<file path="src/rtl/div_pkg.sv">
// Shared types and constants for the iterative DIV/DIVU sequencer.
package div_pkg;

  localparam int unsigned DIV_WIDTH = 32;
  localparam int unsigned DIV_ITERS = DIV_WIDTH;
  localparam int unsigned DIV_CNT_W = $clog2(DIV_ITERS);

  typedef enum logic [1:0] {
    IDLE = 2'd0,
    ZERO = 2'd1,
    BUSY = 2'd2,
    DONE = 2'd3
  } div_state_e;

endpackage : div_pkg

</file>
<file path="src/rtl/div_sequencer_if.sv">
// Pipeline <-> divider handshake: request/operands in, quotient/remainder out.
interface div_sequencer_if
  import div_pkg::*;
#(
  parameter int unsigned WIDTH = DIV_WIDTH
);

  logic             start;
  logic             signed_div;
  logic [WIDTH-1:0] opdata1;
  logic [WIDTH-1:0] opdata2;
  logic             annul;
  logic             pipe_stall;
  logic [WIDTH-1:0] result_lo;
  logic [WIDTH-1:0] result_hi;
  logic             ready;
  logic             stall_req;

  // Pipeline (EX / hazard logic) side
  modport master (
    output start, signed_div, opdata1, opdata2, annul, pipe_stall,
    input  result_lo, result_hi, ready, stall_req
  );

  // Divider side
  modport slave (
    input  start, signed_div, opdata1, opdata2, annul, pipe_stall,
    output result_lo, result_hi, ready, stall_req
  );

endinterface : div_sequencer_if

</file>
<file path="src/rtl/div_step.sv">
// One restoring-division iteration: shift {rem,quo} left, subtract divisor if it fits.
module div_step
  import div_pkg::*;
#(
  parameter int unsigned WIDTH = DIV_WIDTH
) (
  input  logic [WIDTH:0]   rem_i,
  input  logic [WIDTH-1:0] quo_i,
  input  logic [WIDTH-1:0] dvs_i,
  output logic [WIDTH:0]   rem_o,
  output logic [WIDTH-1:0] quo_o
);

  logic [WIDTH+1:0] shifted;
  logic [WIDTH+1:0] dvs_ext;

  // Trial subtraction on the shifted partial remainder; extra MSB keeps the compare exact
  always_comb begin
    shifted = {rem_i, quo_i[WIDTH-1]};
    dvs_ext = {2'b00, dvs_i};
    quo_o   = {quo_i[WIDTH-2:0], 1'b0};
    rem_o   = (WIDTH+1)'(shifted);
    if (shifted >= dvs_ext) begin
      rem_o = (WIDTH+1)'(shifted - dvs_ext);
      quo_o = {quo_i[WIDTH-2:0], 1'b1};
    end
  end

endmodule : div_step

</file>
<file path="src/rtl/div_sequencer.sv">
// Multi-cycle DIV/DIVU sequencer: stalls EX while a restoring divider runs,
// then presents sign-corrected quotient (LO) and remainder (HI).
module div_sequencer
  import div_pkg::*;
#(
  parameter int unsigned WIDTH = DIV_WIDTH,
  parameter int unsigned ITERS = WIDTH
) (
  input  logic            clk,
  input  logic            rst,
  div_sequencer_if.slave  bus
);

  localparam int unsigned CNT_W = (ITERS > 1) ? $clog2(ITERS) : 1;

  div_state_e       state_q, state_d;
  logic [CNT_W-1:0] cnt_q, cnt_d;
  logic [WIDTH:0]   rem_q, rem_d;
  logic [WIDTH-1:0] quo_q, quo_d;
  logic [WIDTH-1:0] dvs_q, dvs_d;
  logic             neg_quo_q, neg_quo_d;
  logic             neg_rem_q, neg_rem_d;
  logic [WIDTH-1:0] lo_q, lo_d;
  logic [WIDTH-1:0] hi_q, hi_d;

  logic             op1_neg, op2_neg;
  logic [WIDTH-1:0] op1_mag, op2_mag;
  logic [WIDTH:0]   step_rem;
  logic [WIDTH-1:0] step_quo;
  logic [WIDTH-1:0] step_rem_w;

  // Operand magnitudes; only negative operands of a signed divide are negated
  assign op1_neg    = bus.signed_div & bus.opdata1[WIDTH-1];
  assign op2_neg    = bus.signed_div & bus.opdata2[WIDTH-1];
  assign op1_mag    = op1_neg ? (WIDTH'(0) - bus.opdata1) : bus.opdata1;
  assign op2_mag    = op2_neg ? (WIDTH'(0) - bus.opdata2) : bus.opdata2;
  assign step_rem_w = WIDTH'(step_rem);

  div_step #(
    .WIDTH (WIDTH)
  ) u_step (
    .rem_i (rem_q),
    .quo_i (quo_q),
    .dvs_i (dvs_q),
    .rem_o (step_rem),
    .quo_o (step_quo)
  );

  // State and datapath registers, synchronous active-low reset
  always_ff @(posedge clk) begin
    if (!rst) begin
      state_q   <= IDLE;
      cnt_q     <= '0;
      rem_q     <= '0;
      quo_q     <= '0;
      dvs_q     <= '0;
      neg_quo_q <= 1'b0;
      neg_rem_q <= 1'b0;
      lo_q      <= '0;
      hi_q      <= '0;
    end else begin
      state_q   <= state_d;
      cnt_q     <= cnt_d;
      rem_q     <= rem_d;
      quo_q     <= quo_d;
      dvs_q     <= dvs_d;
      neg_quo_q <= neg_quo_d;
      neg_rem_q <= neg_rem_d;
      lo_q      <= lo_d;
      hi_q      <= hi_d;
    end
  end

  // Next-state, iteration and sign-correction logic
  always_comb begin
    state_d   = state_q;
    cnt_d     = cnt_q;
    rem_d     = rem_q;
    quo_d     = quo_q;
    dvs_d     = dvs_q;
    neg_quo_d = neg_quo_q;
    neg_rem_d = neg_rem_q;
    lo_d      = lo_q;
    hi_d      = hi_q;

    unique case (state_q)
      IDLE: begin
        if (bus.start && !bus.annul) begin
          cnt_d = '0;
          rem_d = '0;
          if (bus.opdata2 == '0) begin
            // Divide by zero skips the iterations and returns zeros
            quo_d     = bus.opdata1;
            dvs_d     = bus.opdata2;
            neg_quo_d = 1'b0;
            neg_rem_d = 1'b0;
            state_d   = ZERO;
          end else begin
            quo_d     = op1_mag;
            dvs_d     = op2_mag;
            neg_quo_d = op1_neg ^ op2_neg;
            neg_rem_d = op1_neg;
            state_d   = BUSY;
          end
        end
      end

      ZERO: begin
        if (bus.annul) begin
          state_d = IDLE;
        end else begin
          lo_d    = '0;
          hi_d    = '0;
          state_d = DONE;
        end
      end

      BUSY: begin
        if (bus.annul) begin
          state_d = IDLE;
        end else begin
          rem_d = step_rem;
          quo_d = step_quo;
          cnt_d = CNT_W'(cnt_q + 1'b1);
          if (cnt_q == CNT_W'(ITERS - 1)) begin
            // Final iteration: apply signs while entering DONE (wraps modulo 2^WIDTH)
            lo_d    = neg_quo_q ? (WIDTH'(0) - step_quo)   : step_quo;
            hi_d    = neg_rem_q ? (WIDTH'(0) - step_rem_w) : step_rem_w;
            state_d = DONE;
          end
        end
      end

      DONE: begin
        // start is ignored here: it is still the same instruction in EX
        if (bus.annul || !bus.pipe_stall) begin
          state_d = IDLE;
        end
      end

      default: state_d = IDLE;
    endcase
  end

  // Stall is combinational so the divide instruction is held from its first EX cycle
  assign bus.stall_req = !bus.annul &&
                         (((state_q == IDLE) && bus.start) ||
                          (state_q == ZERO) || (state_q == BUSY));
  assign bus.ready     = (state_q == DONE);
  assign bus.result_lo = lo_q;
  assign bus.result_hi = hi_q;

endmodule : div_sequencer

</file>
<file path="src/flat_wrapper.sv">
// flat-port wrapper written by rule: the top's interface ports become plain ports
module div_sequencer_flat import div_pkg::*;
#(
  parameter int unsigned WIDTH = DIV_WIDTH,
  parameter int unsigned ITERS = WIDTH
)
  (clk, rst, bus_start, bus_signed_div, bus_opdata1, bus_opdata2, bus_annul, bus_pipe_stall, bus_result_lo, bus_result_hi, bus_ready, bus_stall_req);
  div_sequencer_if #(.WIDTH(WIDTH)) bus_i ();
  input  logic clk;
  input  logic rst;
  input wire logic [$bits(bus_i.start)-1:0] bus_start;
  input wire logic [$bits(bus_i.signed_div)-1:0] bus_signed_div;
  input wire logic [$bits(bus_i.opdata1)-1:0] bus_opdata1;
  input wire logic [$bits(bus_i.opdata2)-1:0] bus_opdata2;
  input wire logic [$bits(bus_i.annul)-1:0] bus_annul;
  input wire logic [$bits(bus_i.pipe_stall)-1:0] bus_pipe_stall;
  output wire logic [$bits(bus_i.result_lo)-1:0] bus_result_lo;
  output wire logic [$bits(bus_i.result_hi)-1:0] bus_result_hi;
  output wire logic [$bits(bus_i.ready)-1:0] bus_ready;
  output wire logic [$bits(bus_i.stall_req)-1:0] bus_stall_req;
  assign bus_i.start = bus_start;
  assign bus_i.signed_div = bus_signed_div;
  assign bus_i.opdata1 = bus_opdata1;
  assign bus_i.opdata2 = bus_opdata2;
  assign bus_i.annul = bus_annul;
  assign bus_i.pipe_stall = bus_pipe_stall;
  assign bus_result_lo = bus_i.result_lo;
  assign bus_result_hi = bus_i.result_hi;
  assign bus_ready = bus_i.ready;
  assign bus_stall_req = bus_i.stall_req;
  div_sequencer #(.WIDTH(WIDTH), .ITERS(ITERS)) u_core (.clk(clk), .rst(rst), .bus(bus_i));
endmodule
</file>
<file path="config.mk">
export PLATFORM = sky130hd
export DESIGN_NAME = div_sequencer_flat
export DESIGN_NICKNAME = d
export VERILOG_FILES = /design/src/rtl/div_pkg.sv /design/src/rtl/div_sequencer_if.sv /design/src/rtl/div_step.sv /design/src/rtl/div_sequencer.sv /design/src/flat_wrapper.sv
export SDC_FILE = /design/constraint.sdc
export NUM_CORES = 1
export LEC_CHECK = 0
export ABC_AREA = 1
export CORE_ASPECT_RATIO = 0.75
export CORE_MARGIN = 8
export CORE_UTILIZATION = 27
export CTS_BUF_LIST = sky130_fd_sc_hd__clkbuf_4
export DETAILED_ROUTE_END_ITERATION = 6
export PLACE_DENSITY_LB_ADDON = 0.05
export SLEW_MARGIN = 20
export SYNTH_ARGS = -nofsm -noshare
export SYNTH_HDL_FRONTEND = slang
export SYNTH_SLANG_ARGS = --single-unit
</file>
<file path="constraint.sdc">
create_clock -name clk -period 7.7 [get_ports clk]
set_input_delay 1.925 -clock clk [delete_from_list [all_inputs] [get_ports clk]]
set_output_delay 1.925 -clock clk [all_outputs]
set_load 0.05 [all_outputs]
</file>
==> qor.yml <==
setup_viol: 0
intPower_mw: 1.918
nNetsFinal: 2341
drive_gt1_frac: 0.05801
clk_latency_ns: 0.66
clkTransAtPathRegs_ns: 0.16
tns_ns: 0
routabilityCongestion: 0.8920
cp_slowest_cell: "clkdlybuf4s50_1"
slew_headroom: 0.3018
die_y_um: 204.3
grt_pass1_vias: 13040
clockBufferDepth: 2
p_clk_frac: 0.145
area_growth_pct: 17.49
crit_arrival_ns: 4.02
grtUsageTotal: 0.1867
cp_top_family: "buffers and inverters"
ys.flop_type: "dfxtp_1"
dp_hpwl_mm: 41.03
drtIter0Drc: 1082
min_period_ns: 5.941
final_max_slew_viol_count: 0
worst_slack_ns: 1.759
finalHoldViolCount: 0
skew_ns: 0.02764
timing.fmax_mhz: 168.3
syn_inst: 2139
status: "finished clean"
postCtsHoldBufs: 0
critPathLaunchType: "input pin"
cts-resized-gates: 0
synth_edf_count: 0
fin_util: 0.3187
path_buf_inv: 5
post-route-drc-count: 0
cts_root_buf: "clkbuf_4"
postCtsSetupBuffers: 0
async_flop_share: 0
crit_path_end_kind: "output port"
numCtsBuffers: 17
die_area_um2: 54550
regToRegSetupSlack_ns: 2.56
cts.sinks: 170
switching_power_mw: 2.228
p_per_area_nw_per_um2: 276.5
wirelength_mm: 51.18
synth.distinct_cells: 50
pwr-share-seq: 0.251
rows: 69
period_share: 0.7715
yosysSeqAreaShare: 0.2667
worstHoldPathType: "flop to flop"
core_um2: 47050
maxCapViolations: 0
criticalPathCategory: "input pin to output port"
num_vias: 13660
htree_levels: 4
worst_slew_pin_slew_ns: 1.046
crit_fanout: 47
ant_nets: 0
rsz0062_at_grt: "false"
grt_pass1_wl_mm: 78.69
yosys_register_bits: 170
ios: 136
synth_area_um2: 12760
path_cells: "clkdlybuf4s50_1, inv_1, nand2_1, nor2_2, buf_4, inv_1, nand2_1, clkdlybuf4s50_1"
yosys_warnings: 0
combPwrFrac: 0.604
overflow: 0
synth_nets: 2252
start_util: 0.2712
grt_max_degree: 90
wl_per_cell_um: 17.76
switching_share: 0.5374
die_x_um: 267.0
slowest_delay_ns: 0.81
dr.pass1.iters: 7
vdd_drop_max_uv: 169.8
required_ns: 5.78
syn_avg_cell_area_um2: 5.966
place_ws_ns: 1.730
tritoncts: "built"
antenna_found_initial: 2
portBuffers: 135
via_per_inst: 4.742
p_leak_nw: 6.724
==> power by group through the flow <==
stage	clock network [mW]	logic, mW	registers, mW
3_3_place_gp	0	2.48	1.06
3_5_place_dp	0	2.48	1.06
6_report	0.602	2.50	1.04
2_1_floorplan	0	1.74	1.06
4_1_cts	0.630	2.49	1.04
5_1_grt	0.667	2.82	1.05
==> flip-flops by register name, summed over array words and instances (netlist names) <==
name and flops:
u_core.rem_q 33, u_core.bus.result_hi 32, u_core.bus.result_lo 32, u_core.dvs_q 32, u_core.quo_q 32, u_core.cnt_q 5
u_core.state_q 2, u_core.neg_quo_q 1, u_core.neg_rem_q 1
==> metrics by stage <==
stage | power, mW | hold WS (ns) | cell area, um^2 | instances
final | 4.146 | 0.4738 | 14990 | 2881
after global routing | 4.536 | 0.4924 | 14990 | 2881
after CTS | 4.158 | 0.4767 | 14990 | 2880
after detailed placement | 3.537 | 0.4552 | 14680 | 2848
after global placement | 3.539 | 0.4527 | 14680 | 2848
after floorplan | 2.801 | 0.4453 | 12760 | 2139
==> placed cells by master (no fill, tap or decap), types with 11 or more instances in the layout <==
master,n
a21o_1,11
a21oi_1,177
a31oi_1,26
buf_4,11
clkbuf_4,17
clkdlybuf4s50_1,135
dfxtp_1,169
ha_1,42
inv_1,292
nand2_1,658
nand2_2,24
nand3_1,161
nand4_1,28
nor2_1,151
nor2_2,12
nor3_1,42
o21ai_0,98
o22ai_1,13
or2_2,12
xnor2_1,18
xor2_1,29
==> final timing paths <==
kind                             from                        to  cells after the start
min          u_core.bus.result_lo[18]  u_core.bus.result_lo[18]                      2
max                         bus_annul             bus_stall_req                      8
max reg2reg          u_core.dvs_q[23]  u_core.bus.result_lo[30]                     25
min reg2reg  u_core.bus.result_lo[18]  u_core.bus.result_lo[18]                      2
==> worst min-delay path, cell delays in order, from the launching register on <==
cell     delay [ns]
dfxtp_1        0.34
nand2_1        0.06
a21oi_1        0.05
==> cell usage after synthesis (3+ instances only) <==
master	count	area, um^2
a21o_1	11	82.58
a21oi_1	177	885.9
a31oi_1	26	162.7
and3_1	3	18.77
buf_1	5	18.77
buf_2	3	15.01
buf_4	3	22.52
clkbuf_1	61	229.0
clkinv_1	3	11.26
dfxtp_1	170	3403
ha_1	42	525.5
inv_1	293	1100
inv_2	10	37.54
nand2_1	658	2470
nand2_2	24	150.1
nand3_1	161	805.8
nand3_2	7	70.07
nand3b_1	8	60.06
nand4_1	28	175.2
nor2_1	155	581.8
nor2_2	9	56.30
nor2_4	7	78.83
nor3_1	42	210.2
nor4_1	6	37.54
o211ai_1	8	60.06
o21ai_0	98	490.5
o21ai_1	10	50.05
o21ai_2	4	35.03
o21bai_1	5	37.54
o221ai_1	5	43.79
o22ai_1	13	81.33
o31ai_1	4	30.03
or2_2	12	75.07
xnor2_1	18	157.7
xor2_1	29	254.0
==> cell type report <==
type                    count  area, um^2
diodes                      1       2.502
multi-input cells        1587        7888
flip-flops and latches    170        3405
well taps                 639       799.5
fillers                  5308       32060
clock inverters            15       187.7
inverters                 306        1151
clock buffers              17       127.6
repair buffers            146        1434
==> kinds of logic after synthesis <==
family | synth area share
xor+xnor | 0.03225
compound gates | 0.1575
buf+inv | 0.1165
flops | 0.2667
simple gates | 0.3844
fa+ha+maj | 0.04274
==> layer usage <==
layer | part of all wire | track usage
met5 | 0 | 0
met2 | 0.38 | 0.2531
met1 | 0.55 | 0.2949
met4 | 0.012 | 0.03415
met3 | 0.056 | 0.03895
Power figures use the tool's default switching activity.
==> RTL edit, RTL diff (config.mk and constraints unchanged) <==
Set the package constant `DIV_WIDTH` to 16 (it was 32).
--- a/src/rtl/div_pkg.sv
+++ b/src/rtl/div_pkg.sv
@@ -3,3 +3,3 @@
 
-  localparam int unsigned DIV_WIDTH = 32;
+  localparam int unsigned DIV_WIDTH = 16;
   localparam int unsigned DIV_ITERS = DIV_WIDTH;
Ports: changed (resized bus_opdata1, bus_opdata2, bus_result_hi and bus_result_lo); port bits go from 136 to 72. The function was not compared with the original's and may differ.
==> RTL edit against the original RTL <==
Total power decreased by 33%; first-iteration DRC count down 55%; synthesized area down 51%; final area decreased by 51%; worst hold slack improved by 0.0014 ns; routed wire length is 59% lower; die area is 48% lower; sequential cell count is 81 lower; setup slack better by 0.21 ns; critical path type unchanged; critical endpoint unchanged; largest power group unchanged.
==> RTL edit: results (changes against the original RTL) <==
\begin{tabular}{lr}
\hline
Metric & Value \\
\hline
\multicolumn{2}{l}{\textbf{Worst hold path}} \\
Worst Min Path Start & u\_core.bus.result\_hi[5] \\
Worst-case hold path end point & u\_core.bus.result\_hi[5] \\
\multicolumn{2}{l}{\textbf{Place}} \\
Placed standard-cell area & 7150 um2 (-51\%) \\
Final GP Congestion & 0.794 (-11\%) \\
HPWL after detailed placement & 16.2 mm (-61\%) \\
\multicolumn{2}{l}{\textbf{STA}} \\
Maximum clock skew at final layout & 0.0235 ns (-0.00414 ns) \\
Hold Worst Slack & 0.475 ns (+0.00139 ns) \\
Remaining max-slew budget at the tightest pin & 0.388 (+0.0859) \\
\multicolumn{2}{l}{\textbf{Synthesis}} \\
Post-Synthesis Cells & 957 (-55\%) \\
Xor/xnor share of the synthesized area & 0.0366 (+0.00430) \\
Synth unique cells & 54 (+8.0\%) \\
Adder-Cell Fraction of Synth Area & 0.0534 (+0.0107) \\
Sequential cell area fraction in the yosys report & 0.286 (+0.0193) \\
Area fraction in compound gates after synthesis & 0.165 (+0.00804) \\
\multicolumn{2}{l}{\textbf{Clock network}} \\
Number of levels the H-tree was split into & 3 (-1) \\
Clock buffers created by TritonCTS & 9 (-8) \\
\multicolumn{2}{l}{\textbf{Power}} \\
Gate power share & 0.693 (+0.089) \\
Net Switching & 1.55 mW (-30\%) \\
Cell internal pwr & 1.22 mW (-36\%) \\
Maximum vdd ir drop & 0.198 mV (+16\%) \\
\multicolumn{2}{l}{\textbf{Global route}} \\
GR met1 Demand/Resource & 0.245 (-0.0497) \\
Largest net degree at the start of global routing & 46 (-49\%) \\
Initial antenna violation count & 1 (-1) \\
Met3 usage in global routing & 0.0297 (-0.00929) \\
Met2 global-route usage & 0.188 (-0.0656) \\
\multicolumn{2}{l}{\textbf{Final layout}} \\
Proportion of layout cells with a drive suffix above 1 & 0.0740 (+0.0160) \\
Final-stage net count & 1073 (-54\%) \\
Largest register FFs & 17 (-48\%) \\
\multicolumn{2}{l}{\textbf{Worst setup path}} \\
Startpoint of the most critical register-to-register path & u\_core.dvs\_q[11] \\
Largest fanout on the critical path & 12 (-74\%) \\
Signal arrival time at the worst endpoint & 3.80 ns (-0.22 ns) \\
Worst setup slack for register-to-register paths & 3.67 ns (+1.11 ns) \\
Worst Reg-to-Reg Cells & 27 (+8.0\%) \\
\multicolumn{2}{l}{\textbf{Routing}} \\
Iteration-0 DRC count of the detailed router & 492 (-55\%) \\
Final routed wirelength across all metal layers & 20.7 mm (-59\%) \\
Vias per inst & 4.64 (-2.2\%) \\
Post-route met1 wirelength & 12.2 mm (-56\%) \\
Met2 wire len & 7.49 mm (-62\%) \\
Detail Route met3 WL & 897 um (-69\%) \\
\multicolumn{2}{l}{\textbf{Status}} \\
Result of the run & finished, final reports clean \\
\hline
\end{tabular}
[RTL edit: cell types whose count changed after synthesis, moves of 21 or more]
cell | unedited run | this run
sky130_fd_sc_hd__dfxtp_1 | 170 | 89
sky130_fd_sc_hd__a21oi_1 | 177 | 88
sky130_fd_sc_hd__clkbuf_1 | 61 | 22
sky130_fd_sc_hd__nand2_1 | 658 | 248
sky130_fd_sc_hd__inv_1 | 293 | 113
sky130_fd_sc_hd__nand4_1 | 28 | 7
sky130_fd_sc_hd__nor2_1 | 155 | 64
sky130_fd_sc_hd__nand3_1 | 161 | 79
sky130_fd_sc_hd__o21ai_0 | 98 | 45
[RTL edit: cell type report]
type	count	area, um2	share of cell area
multi-input cells	712	3790	0.521
flip-flops and latches	89	1780	0.245
repair buffers	74	733	0.101
inverters	123	464	0.0637
well taps	300	375	0.0515
clock buffers	9	67.6	0.00928
clock inverters	6	67.6	0.00928
diodes	1	2.50	0.000344
